<file path="src/rtl/regfile_wb_arbiter.sv">
// rtl/regfile_wb_arbiter.sv - register-file write-port arbiter with load FIFO and busy scoreboard
// Optional direct load-to-port path when idle: REGFILE_WB_BYPASS_EN.
module regfile_wb_arbiter #(
  parameter int DEPTH = 2,
  parameter int DW    = 32,
  parameter int AW    = 4
) (
  input  logic                         clk,
  input  logic                         rst,
  input  logic                         alu_wb_en,
  input  logic [AW-1:0]                alu_wb_dest,
  input  logic [DW-1:0]                alu_wb_data,
  input  logic                         mem_valid,
  output logic                         mem_ready,
  input  logic [AW-1:0]                mem_dest,
  input  logic [DW-1:0]                mem_data,
  input  logic                         ld_issue,
  input  logic [AW-1:0]                ld_dest,
  input  logic [AW-1:0]                src1,
  input  logic [AW-1:0]                src2,
  input  logic [AW-1:0]                dst_chk,
  output logic                         hz_src1,
  output logic                         hz_src2,
  output logic                         hz_dst,
  output logic [(1<<AW)-1:0]           busy,
  output logic [$clog2(DEPTH+1)-1:0]   fifo_count,
  output logic                         wr_en,
  output logic [AW-1:0]                wr_dest,
  output logic [DW-1:0]                wr_data
);

  localparam int CW = $clog2(DEPTH+1);
  localparam int PW = $clog2(DEPTH);
  localparam int NR = 1 << AW;

  logic [AW-1:0] r_fifo_dest [DEPTH];
  logic [DW-1:0] r_fifo_data [DEPTH];
  logic [PW-1:0] r_wptr, r_rptr;
  logic [CW-1:0] r_count;
  logic [NR-1:0] r_busy;
  logic          r_wr_en;
  logic [AW-1:0] r_wr_dest;
  logic [DW-1:0] r_wr_data;

  logic          w_accept, w_empty, w_pop, w_bypass, w_push;
  logic [NR-1:0] w_set, w_clr;

  assign mem_ready = (r_count < CW'(DEPTH));
  assign w_accept  = mem_valid & mem_ready;
  assign w_empty   = (r_count == '0);
  assign w_pop     = ~alu_wb_en & ~w_empty;
`ifdef REGFILE_WB_BYPASS_EN
  assign w_bypass  = ~alu_wb_en & w_empty & w_accept;
`else
  assign w_bypass  = 1'b0;
`endif
  assign w_push    = w_accept & ~w_bypass;

  // Clear only on load-path writes; a same-cycle reissue re-sets the bit.
  always_comb begin
    w_set = '0;
    w_clr = '0;
    if (ld_issue) w_set[ld_dest] = 1'b1;
    if (w_pop) w_clr[r_fifo_dest[r_rptr]] = 1'b1;
    else if (w_bypass) w_clr[mem_dest] = 1'b1;
  end

  always_ff @(posedge clk) begin
    if (w_push) begin
      r_fifo_dest[r_wptr] <= mem_dest;
      r_fifo_data[r_wptr] <= mem_data;
    end
  end

  always_ff @(posedge clk or posedge rst) begin
    if (rst) begin
      r_wr_en   <= 1'b0;
      r_wr_dest <= '0;
      r_wr_data <= '0;
      r_wptr    <= '0;
      r_rptr    <= '0;
      r_count   <= '0;
      r_busy    <= '0;
    end else begin
      if (alu_wb_en) begin
        r_wr_en   <= 1'b1;
        r_wr_dest <= alu_wb_dest;
        r_wr_data <= alu_wb_data;
      end else if (w_pop) begin
        r_wr_en   <= 1'b1;
        r_wr_dest <= r_fifo_dest[r_rptr];
        r_wr_data <= r_fifo_data[r_rptr];
      end else if (w_bypass) begin
        r_wr_en   <= 1'b1;
        r_wr_dest <= mem_dest;
        r_wr_data <= mem_data;
      end else begin
        r_wr_en   <= 1'b0;
      end
      if (w_push) r_wptr <= r_wptr + PW'(1);
      if (w_pop)  r_rptr <= r_rptr + PW'(1);
      r_count <= r_count + CW'(w_push) - CW'(w_pop);
      r_busy  <= (r_busy & ~w_clr) | w_set;
    end
  end

  assign busy       = r_busy;
  assign fifo_count = r_count;
  assign wr_en      = r_wr_en;
  assign wr_dest    = r_wr_dest;
  assign wr_data    = r_wr_data;
  assign hz_src1    = r_busy[src1];
  assign hz_src2    = r_busy[src2];
  assign hz_dst     = r_busy[dst_chk];

endmodule

</file>
<file path="config.mk">
export PLATFORM = sky130hd
export DESIGN_NAME = regfile_wb_arbiter
export DESIGN_NICKNAME = d
export VERILOG_FILES = /design/src/rtl/regfile_wb_arbiter.sv
export SDC_FILE = /design/constraint.sdc
export NUM_CORES = 1
export LEC_CHECK = 0
export BUFFER_PORTS_ARGS = -buffer_cell sky130_fd_sc_hd__clkbuf_2
export CORE_ASPECT_RATIO = 1.2
export CORE_MARGIN = 1.5
export CORE_UTILIZATION = 45
export CTS_BUF_LIST = sky130_fd_sc_hd__clkbuf_4
export CTS_CLUSTER_DIAMETER = 120
export DETAILED_ROUTE_END_ITERATION = 8
export PLACE_DENSITY = 0.75
export SETUP_SLACK_MARGIN = 0.05
export SYNTH_ARGS = -nofsm -noshare
export SYNTH_HDL_FRONTEND = slang
export SYNTH_SLANG_ARGS = --single-unit
</file>
<file path="constraint.sdc">
create_clock -name clk -period 8.15 [get_ports clk]
set_clock_uncertainty 0.15 [all_clocks]
set_input_delay 1.63 -clock clk [delete_from_list [all_inputs] [get_ports clk]]
set_output_delay 1.63 -clock clk [all_outputs]
set_load 0.05 [all_outputs]
</file>
==> impl_metrics.toml <==
[die]
initial_cell_density_of_the_core = 0.457
die_height_um = 127
core.rowCount = 45
die_width_um = 106
floorplan.die_area_um2 = 13400
core_area_um2 = 12600
count_of_boundary_i_o_pins = 152

[yosys]
yosysSeqAreaShare = 0.625
yosys_reg_bits = 129
synthesis.area_per_instance_um2 = 14.3
synth-main-ff-cell = "sky130_fd_sc_hd__edfxtp_1"
syn-num-nets = 495
synthesis.instances = 400
synth_edf_count = 72
synth_area_leader_cell = "sky130_fd_sc_hd__edfxtp_1"
synth_cell_types = 36
cell_area_after_technology_mapping_um2 = 5740
yosysTopAreaCellShare = 0.377
synthArstFlopShare = 0.442
yosysWarnings = 0
yosys-top-cells-area = "sky130_fd_sc_hd__edfxtp_1 38%, sky130_fd_sc_hd__dfrtp_1 25%, sky130_fd_sc_hd__mux2i_1 8.2%, sky130_fd_sc_hd__mux2_2 6.7%, sky130_fd_sc_hd__mux4_2 4.7%"

[place]
port_buffer_cells = 151
place.detailed.hpwl_mm = 8.61
place_congestion = 0.865

[hold_path]
hp-class = "reg2reg"
hold_depth = 1

[critical_path]
delay_contributed_by_the_slowest_stage_of_the_critical_path_ps = 510
start_kind = "primary input"
critPathSlowestCell = "sky130_fd_sc_hd__mux4_2"
required_ps = 6370
worst-path-max-fanout = 4
timing.reg2reg.worst_path_depth = 3
critPathKind = "in2out"
critical_path.n_buffers_inverters = 2
crit_path_cell_trace = "clkbuf_2 -> mux4_2 -> mux2i_1 -> mux2i_1 -> clkbuf_2"
critical_path_depth = 5
worstPathArrival_ps = 2780
worstSetupEndpointType = "output pin"
crit_family = "multiplexers"

[global_routing]
grt_pass1_wl_mm = 19.5
maximum_number_of_pins_on_one_net_before_global_route_repair = 74
antenna_violations_before_repair = 1
number_of_global_route_vias_before_repair = 4087
grt-ovfl-total = 0
gr-usage-all-layers = 0.189

[clocking]
clk_latency_ps = 490
postCtsSetupBuffers = 0
clock_sinks = 129
clk_transition_reported_paths_ps = 110
cts_made_buffers = 17
post_cts_hold_buffer_count = 0
clock_path_buffers = 2
clock-root-buffer = "sky130_fd_sc_hd__clkbuf_4"
cts.htree.levels = 4
cts-resized-gates = 0
cts_tree = "built"

[detailed_routing]
first_pass_iters = 6
totalWireLength_mm = 12.1
drtAntennaViolNets = 0
detailroute.via_count = 3869
post_drt_wl_per_cell_um = 16.5
drc_errors = 0
routed_via_density = 5.29
dr.first_iter.drc_count = 190

[timing]
rsz0062_at_grt = "no"
timing.final.crit_share = 0.560
post-route-min-period_ps = 4560
report.final.hold_viol_count = 0
setup_viol = 0
maxClockFrequency_ghz = 0.219
finalMaxSlewViolations = 0
tns_ps = 0
slew_headroom = 0.263
worst-slew-pin-transition_ps = 1100

[status]
status = "finished, final reports clean"

[pwr]
power_per_cell_area_nw_per_um2 = 368
seq_power_share = 0.413
gate_power_share = 0.425
p_int_mw = 1.43
power.static_leakage_nw = 2.88
peakVddDrop_mv = 0.207
pwr-share-clk = 0.163
switching_share = 0.438
total_switching_power_mw = 1.11

[cells_and_area]
fillers = 1069
multi_input_comb_area_um2 = 1980
register_area_um2 = 3590
nNetsFinal = 649
area_growth_syn_to_layout_pct = 20.2
layout_common_cells = "151 x sky130_fd_sc_hd__clkbuf_2, 72 x sky130_fd_sc_hd__edfxtp_1, 56 x sky130_fd_sc_hd__dfrtp_1, 47 x sky130_fd_sc_hd__mux2i_1, 38 x sky130_fd_sc_hd__nand2_1"
final_layout_size_suffix_gt1_frac = 0.420
post_layout_utilization_of_the_core = 0.549
final_common_cell = "sky130_fd_sc_hd__clkbuf_2"

[flow_run]
max-cap-violations = 0
[flip-flops by register name, indices dropped and copies added, names as in the netlist]
register	cells
r_fifo_data	64
fifo_count	2
r_rptr	1
wr_en	1
r_wptr	1
wr_dest	4
wr_data	32
r_fifo_dest	8
busy	16
[path summary, 6_finish.rpt]
path,endpoint,start,slack [ps]
setup / recovery,hz_src2,src2[0],3590
hold / removal,r_wptr,r_wptr,410
setup reg to reg,busy[1],r_rptr,5570
hold reg to reg,r_wptr,r_wptr,410
max in group asynchronous,r_rptr,rst,6150
min in group asynchronous,wr_en,rst,1170
[kinds of logic after synthesis]
| logic type | share of synthesized area |
|---|---|
| and+or+nand+nor | 0.0576 |
| xor gates and xnor gates | 0.00610 |
| DFF | 0.625 |
| AOI/OAI and AO/OA | 0.0759 |
| muxes | 0.200 |
| buffers and inverters | 0.0303 |
| adders and majority gates | 0.00436 |
[stage by stage]
step	setup slack, ps	power (mW)	hold WS (ps)	std cells	cell area, µm²
after floorplan	3560	1.88	311	400	5740
after global placement	3620	2.12	382	699	6630
after detailed placement	3560	2.15	397	699	6630
after CTS	3560	2.56	414	731	6900
after global routing	3490	2.67	436	732	6900
final	3590	2.54	414	732	6900
[per-layer routing]
metal	global-route usage	up-vias	part of all wire
met3	0.0627	18	0.074
met1	0.212	1841	0.40
met4	0.0715	0	0.014
met5	0	-	0
met2	0.332	171	0.51
li1	-	1839	-
[cells in the mapped netlist (7+ instances only)]
cell / count
sky130_fd_sc_hd__a221oi_1: 8
sky130_fd_sc_hd__buf_2: 7
sky130_fd_sc_hd__clkbuf_1: 7
sky130_fd_sc_hd__dfrtp_1: 57
sky130_fd_sc_hd__edfxtp_1: 72
sky130_fd_sc_hd__inv_1: 18
sky130_fd_sc_hd__mux2_2: 34
sky130_fd_sc_hd__mux2i_1: 47
sky130_fd_sc_hd__mux4_2: 12
sky130_fd_sc_hd__nand2_1: 38
sky130_fd_sc_hd__nand3b_1: 7
sky130_fd_sc_hd__o21ai_0: 20
sky130_fd_sc_hd__o21ai_1: 16
sky130_fd_sc_hd__o22ai_1: 12
[cell type report]
type,instances,area share
clock buffers,17,0.0185
multi-input cells,234,0.288
diodes,1,0.000363
flip-flops and latches,129,0.520
inverters,18,0.00980
repair buffers,154,0.113
well taps,164,0.0297
clock inverters,15,0.0207
[power by group through the flow]
stage / logic, mW / registers, mW / clock network (mW)
floorplan: 0.557 / 1.32 / 0
global placement: 1.06 / 1.05 / 0
detailed placement: 1.09 / 1.06 / 0
CTS: 1.09 / 1.05 / 0.426
global route: 1.15 / 1.07 / 0.448
finish: 1.08 / 1.05 / 0.412
(Power assumes the default switching activity.)
